[config.mk]
export PLATFORM = sky130hd
export DESIGN_NAME = ext_arbiter
export DESIGN_NICKNAME = d
export VERILOG_FILES = /design/src/rtl/ext_arbiter.sv
export SDC_FILE = /design/constraint.sdc
export NUM_CORES = 1
export LEC_CHECK = 0
export ABC_AREA = 0
export CORE_ASPECT_RATIO = 1.25
export CORE_UTILIZATION = 45
export CTS_CLUSTER_DIAMETER = 40
export CTS_CLUSTER_SIZE = 10
export DETAILED_ROUTE_END_ITERATION = 7
export PLACE_DENSITY_LB_ADDON = 0.15
export SLEW_MARGIN = 25
export SYNTH_ARGS = -nofsm -noshare
export SYNTH_HDL_FRONTEND = slang
export SYNTH_SLANG_ARGS = --single-unit
export TNS_END_PERCENT = 50
[constraint.sdc]
create_clock -name clk -period 3.18 [get_ports clk]
set_input_delay 0.636 -clock clk [delete_from_list [all_inputs] [get_ports clk]]
set_output_delay 0.636 -clock clk [all_outputs]
set_load 0.005 [all_outputs]
[src/rtl/ext_arbiter.sv]
// Shares one combinational immediate extender between two requesters, round-robin on ties.
// Latency: request edge -> ack two cycles later; one result per 2 cycles when alternating, per 3 for one requester.
module ext_arbiter #(
   parameter int IMM_W  = 16,
   parameter int DATA_W = 32
) (
   input  logic              clk,
   input  logic              reset,
   input  logic              req0,
   input  logic [IMM_W-1:0]  imm0,
   input  logic [1:0]        eop0,
   output logic              ack0,
   output logic [DATA_W-1:0] res0,
   input  logic              req1,
   input  logic [IMM_W-1:0]  imm1,
   input  logic [1:0]        eop1,
   output logic              ack1,
   output logic [DATA_W-1:0] res1,
   output logic [IMM_W-1:0]  ext_imm,
   output logic [1:0]        ext_EOp,
   input  logic [DATA_W-1:0] ext_in,
   output logic              busy
);

   typedef enum logic [1:0] {
      IDLE   = 2'd0,
      LAUNCH = 2'd1,
      DONE   = 2'd2
   } state_t;

   state_t              state_q, state_d;
   logic                grant_q, grant_d;
   logic                last_grant_q, last_grant_d;
   logic                ack0_q, ack0_d;
   logic                ack1_q, ack1_d;
   logic [DATA_W-1:0]   res0_q, res0_d;
   logic [DATA_W-1:0]   res1_q, res1_d;
   logic [IMM_W-1:0]    ext_imm_q, ext_imm_d;
   logic [1:0]          ext_eop_q, ext_eop_d;
   logic                busy_q, busy_d;
   logic                pick;
   logic                other_req;

   always_comb begin
      state_d      = state_q;
      grant_d      = grant_q;
      last_grant_d = last_grant_q;
      ack0_d       = 1'b0;
      ack1_d       = 1'b0;
      res0_d       = res0_q;
      res1_d       = res1_q;
      ext_imm_d    = ext_imm_q;
      ext_eop_d    = ext_eop_q;
      pick         = 1'b0;
      other_req    = 1'b0;

      case (state_q)
         IDLE: begin
            if (req0 || req1) begin
               // On a tie the requester that did not win last time goes next.
               pick         = (req0 && req1) ? ~last_grant_q : req1;
               grant_d      = pick;
               last_grant_d = pick;
               ext_imm_d    = pick ? imm1 : imm0;
               ext_eop_d    = pick ? eop1 : eop0;
               state_d      = LAUNCH;
            end
         end
         LAUNCH: begin
            if (grant_q) begin
               res1_d = ext_in;
               ack1_d = 1'b1;
            end else begin
               res0_d = ext_in;
               ack0_d = 1'b1;
            end
            state_d = DONE;
         end
         DONE: begin
            // The just-acked requester is ignored here so a lingering req cannot double-fire.
            pick      = ~grant_q;
            other_req = grant_q ? req0 : req1;
            if (other_req) begin
               grant_d      = pick;
               last_grant_d = pick;
               ext_imm_d    = pick ? imm1 : imm0;
               ext_eop_d    = pick ? eop1 : eop0;
               state_d      = LAUNCH;
            end else begin
               state_d = IDLE;
            end
         end
         default: state_d = IDLE;
      endcase

      busy_d = (state_d != IDLE);
   end

   always_ff @(posedge clk) begin
      if (!reset) begin
         state_q      <= IDLE;
         grant_q      <= 1'b0;
         last_grant_q <= 1'b1;
         ack0_q       <= 1'b0;
         ack1_q       <= 1'b0;
         res0_q       <= '0;
         res1_q       <= '0;
         ext_imm_q    <= '0;
         ext_eop_q    <= 2'b00;
         busy_q       <= 1'b0;
      end else begin
         state_q      <= state_d;
         grant_q      <= grant_d;
         last_grant_q <= last_grant_d;
         ack0_q       <= ack0_d;
         ack1_q       <= ack1_d;
         res0_q       <= res0_d;
         res1_q       <= res1_d;
         ext_imm_q    <= ext_imm_d;
         ext_eop_q    <= ext_eop_d;
         busy_q       <= busy_d;
      end
   end

   assign ack0    = ack0_q;
   assign ack1    = ack1_q;
   assign res0    = res0_q;
   assign res1    = res1_q;
   assign ext_imm = ext_imm_q;
   assign ext_EOp = ext_eop_q;
   assign busy    = busy_q;

endmodule

# --- Word level (Yosys, flattened, before mapping) ---
# Cells that the tools add are included.
totals:
  ramBits: 0
  out_inout_bits: 85
  mem_bits_ro: 0
  register_bits: 89
  latchBits: 0
  mem_count: 0
  inputBits: 72
op_classes:
  n_addsub: 0
  bitwise: 2
  muxes: 20
  div: 0
  n_reduce_logical: 9
  multipliers: 0
  n_lt_le_gt_ge: 0
  n_shift: 0
  eq_ne: 4
op_table:
  columns: ["cell", "n"]
  rows:
  - ["16-bit 2-to-1 mux", 4]
  - ["16-bit one-hot mux with 2 select lines", 1]
  - ["2-bit 2-to-1 mux", 5]
  - ["1-bit 2-to-1 mux", 7]
  - ["2-bit one-hot mux with 3 select lines", 1]
  - ["2-bit AND reduction", 3]
  - ["2-bit != test (second input constant)", 2]
  - ["2-bit one-hot mux with 2 select lines", 1]
  - ["2-bit nonzero test", 2]
  - ["3-bit AND reduction", 1]
  - ["2-bit by 1-bit == test with 1-bit output (second input constant)", 1]
  - ["2-bit == test (second input constant)", 1]
  - ["2-bit logical NOT", 1]
  - ["1-bit inverter", 2]
  - ["1-bit one-hot mux with 2 select lines", 1]
  - ["1-bit logical AND", 1]
  - ["1-bit logical OR", 1]

# --- Depth between registers and ports, before layout ---
depth:
  ltp_word: 5
  mapped_depth: 7
  depth_no_buf: 4

# --- Worst setup path after synthesis ---
# Ideal clock, no wire load.
synth_timing:
  path_kind: "input to register"
  startpoint: "input port req1"
  endpoint: "register ext_imm_q[10] (netlist: ext_imm[10])"
  setup_time_ps: 133
  path_stages: 5
  path_slack_ps: 1573
  arrival_time_ps: 1474
  required_time_ps: 3047
  cell_sequence: "a21boi_1 > o221a_1 > buf_2 > clkbuf_1 > a21oi_1"
synth_between:
  elab_chain_len: 5
  word_cells_on_any_way: 10
synth_lines:
  columns: ["element", "line", "rtl"]
  rows:
  - ["start: declaration", "14", "input logic req1,"]
  - ["1-bit logical AND", "61", "pick = (req0 && req1) ? ~last_grant_q : req1;"]
  - ["1-bit 2-to-1 mux", "61", null]
  - ["16-bit 2-to-1 mux", "64", "ext_imm_d = pick ? imm1 : imm0;"]
  - ["16-bit 2-to-1 mux", "59", "if (req0 || req1) begin"]
  - ["16-bit one-hot mux with 2 select lines", "57", "case (state_q)"]
  - ["end signal: assignment", "119", "ext_imm_q <= ext_imm_d;"]
  - ["end: declaration", "38", "logic [IMM_W-1:0] ext_imm_q, ext_imm_d;"]
# Parallel ways exist; a longest one is shown, timed or not. The select of a mux whose other input is x is not followed.
# A chain may end at the register's enable or synchronous reset.

# --- Worst setup path after layout ---
layout_timing:
  startpoint: "register state_q[1]"
  endpoint: "register ext_imm_q[2] (netlist: ext_imm[2])"
layout_between:
  elab_chain_len: 3
  word_cells_on_any_way: 7
layout_lines:
  columns: ["element", "line", "rtl"]
  rows:
  - ["start: declaration", "31", "state_t state_q, state_d;"]
  - ["start signal: assignment", "112", "state_q <= state_d;"]
  - ["2-bit == test or 2-bit logical NOT (tied branches)", "57", null]
  - ["2-bit != test (no source line) or 2-bit nonzero test (tied branches)", null, null]
  - ["3-bit AND reduction (no source line)", null, null]
# Parallel ways exist; a longest one is shown, timed or not.

==> impl_metrics.json <==
{
  "outcome": "complete, no violations",
  "yosys-top-cells-count": "nand2_1 (133), dfxtp_1 (89), a21boi_1 (65)",
  "ys_warn_count": 0,
  "ctsResizeCount": 0,
  "hold_violations": 0,
  "sequentialPowerShare_pct": 51.3,
  "wl_per_cell_um": 14.4,
  "whs_ns": 0.451,
  "drc": 0,
  "skew_ns": 0.00601,
  "place_congestion": 0.705,
  "rsz0062_at_grt": "no",
  "fin_nets": 631,
  "worst-r2r-cell-count": 4,
  "grt_pass1_wl_um": 14600,
  "use_met2_pct": 42.3,
  "path_clk_slew_ns": 0.08,
  "syn_avg_cell_area_um2": 8.73,
  "crit_required_ns": 3.40,
  "p_per_area_nw_per_um2": 440,
  "synth_top_area_share_pct": 49.0,
  "grtUsageMet1_pct": 23.8,
  "pwr-share-comb_pct": 19.9,
  "cts_root_buf": "clkbuf_8",
  "crit_arrival_ns": 2.40,
  "grt_overflow_total": 0,
  "synth_edf_count": 0,
  "path_cells": "nor2b_1 > and3b_1 > a222oi_1 > a21oi_1",
  "startpoint": "state_q[1]$_SDFF_PN0_",
  "max_freq_ghz": 0.458,
  "grt_pass1_vias": 3273,
  "start_util_pct": 46.6,
  "relSlewSlack_pct": 45.4,
  "post_cts_buffers": 0,
  "crit_type": "reg2reg",
  "drt-total-wl_um": 9450,
  "synth.area.top_cells": "dfxtp_1 (49%), nand2_1 (14%), a21boi_1 (13%)",
  "clockPowerShare_pct": 28.8,
  "portBuffers": 156,
  "die_w_um": 82.4,
  "drtPass1Iterations": 5,
  "ctsLongestPathBuffers": 2,
  "worst-slew-pin-transition_ns": 0.818,
  "synth_seq_area_share_pct": 49.0,
  "drive_above_1_share_pct": 7.84,
  "insertion_delay_ns": 0.34,
  "dieArea_um2": 8440,
  "h-tree-depth": 3,
  "final_core_util_pct": 69.4,
  "power.leakage_nw": 1.92,
  "synthesis.instances": 416,
  "use_met3_pct": 5.18,
  "yosys.cell_count.top_type": "nand2_1",
  "grtUsageTotal_pct": 22.8,
  "power.switching_mw": 0.583,
  "n_antenna_cell": 0,
  "setup_viol": 0,
  "worstSetupEndpointType": "register",
  "place_hpwl_um": 6560,
  "yosys.area.top_type": "dfxtp_1",
  "drt-initial-drc-count": 158,
  "path_max_fanout": 18,
  "cts_hold_buf": 0,
  "reg2reg_from": "state_q[1]$_SDFF_PN0_",
  "viasPerCell": 5.28,
  "crit_path_top_delay_cell": "nor2b_1",
  "grt_antenna_before_repair": 0,
  "hp-class": "reg2reg",
  "die_h_um": 102,
  "cts_made_buffers": 9,
  "internal-power_mw": 1.80,
  "layout_min_cycle_time_ns": 2.18,
  "fp-row-count": 36,
  "cap_violations": 0,
  "slew_viol_final": 0,
  "gr-max-usage-layer": "met2",
  "ys.flop_type": "dfxtp_1",
  "synth_seq_cells": 89,
  "setup-tns-final_ns": 0,
  "critPathCapture": "ext_imm[2]$_SDFFE_PN0P_",
  "cpPeakStageDelay_ns": 0.66,
  "start_kind": "register",
  "period_share_pct": 68.6,
  "r2r_slack_ns": 1.0,
  "ir_drop_mv": 0.265,
  "io_pins": 157,
  "synth_cell_type_count": 26,
  "numClockSinks": 89,
  "synth.net_count": 488,
  "fp.coreArea_um2": 7790,
  "cts_tree": "yes",
  "syn_area_um2": 3630,
  "vias": 3466,
  "antenna_left": 0,
  "grt_max_degree": 37,
  "reg2reg_to": "ext_imm[2]$_SDFFE_PN0P_",
  "sw_frac_of_total_pct": 24.5,
  "area_growth_pct": 48.8,
  "async_reset_ff_share_pct": 0
}
cells in the final DEF (no fill, tap or decap):
master,instances
a21boi_1,65
a21oi_1,19
a21oi_2,1
a222oi_1,18
a31oi_1,2
and2_1,4
and3_1,1
and3b_1,1
buf_2,1
buf_4,10
clkbuf_1,1
clkbuf_8,12
clkdlybuf4s50_1,155
dfxtp_1,89
inv_1,1
inv_2,1
mux2_2,18
nand2_1,133
nand2b_1,2
nand3_1,1
nor2b_1,3
nor3_4,1
o21ai_0,17
o21ai_1,3
o221a_1,1
or2_1,1
critical path, delay by kind of cell, from the launching register on:
family	cells	cell delay (ns)
AOI/OAI and AO/OA	2	0.45
DFF	1	0.47
and+or+nand+nor	2	1.14
stage by stage:
stage	instance area [um^2]	cells	setup slack (ns)	power [mW]
2_1_floorplan	3630	416	1.57	1.45
5_1_grt	5410	656	0.806	2.51
3_3_place_gp	5240	643	0.791	1.71
3_5_place_dp	5240	643	0.705	1.72
4_1_cts	5410	656	0.963	2.41
6_report	5410	656	0.998	2.38
power groups by stage:
| stage | Combinational, mW | Clock, mW | Sequential, mW |
|---|---|---|---|
| floorplan | 0.207 | 0 | 1.24 |
| global placement | 0.466 | 0 | 1.25 |
| detailed placement | 0.476 | 0 | 1.24 |
| CTS | 0.478 | 0.709 | 1.22 |
| global route | 0.516 | 0.761 | 1.23 |
| finish | 0.473 | 0.687 | 1.22 |
flip-flops by register name, indices dropped and copies added (netlist names), 2 cells and up:
register,cells
res0,32
res1,32
ext_imm,16
ext_EOp,2
state_q,2
per-layer routing:
metal | routed length [um] | vias up
li1 | - | 1716
met1 | 3840 | 1620
met2 | 4850 | 120
met3 | 652 | 10
met4 | 105 | 0
met5 | 0 | -
how the worst min path moves through the flow:
| stage | startpoint | endpoint | slack, ns | cells past startpoint |
|---|---|---|---|---|
| 2_1_floorplan | res0[0]$_SDFFE_PN0P_ | res0[0]$_SDFFE_PN0P_ | 0.45 | 2 |
| 3_3_place_gp | res1[13]$_SDFFE_PN0P_ | res1[13]$_SDFFE_PN0P_ | 0.44 | 2 |
| 3_5_place_dp | res0[8]$_SDFFE_PN0P_ | res0[8]$_SDFFE_PN0P_ | 0.44 | 2 |
| 4_1_cts | res0[26]$_SDFFE_PN0P_ | res0[26]$_SDFFE_PN0P_ | 0.46 | 2 |
| 5_1_grt | res0[19]$_SDFFE_PN0P_ | res0[19]$_SDFFE_PN0P_ | 0.47 | 2 |
| 6_report | res1[0]$_SDFFE_PN0P_ | res1[0]$_SDFFE_PN0P_ | 0.45 | 2 |
cell type report:
type,instances,area (um^2)
Tap cell,95,119
Multi-Input combinational cell,291,1700
Fill cell,649,2390
Timing Repair Buffer,166,1630
Inverter,2,7.51
Clock buffer,13,169
Sequential cell,89,1780
kinds of logic after synthesis:
| family | Yosys count | synth area share, % |
|---|---|---|
| and+or+nand+nor | 147 | 16.3 |
| AOI/OAI and AO/OA | 126 | 24.7 |
| DFF | 89 | 49.0 |
| buffers and inverters | 36 | 4.44 |
| muxes | 18 | 5.58 |
(Power assumes the default switching activity.)
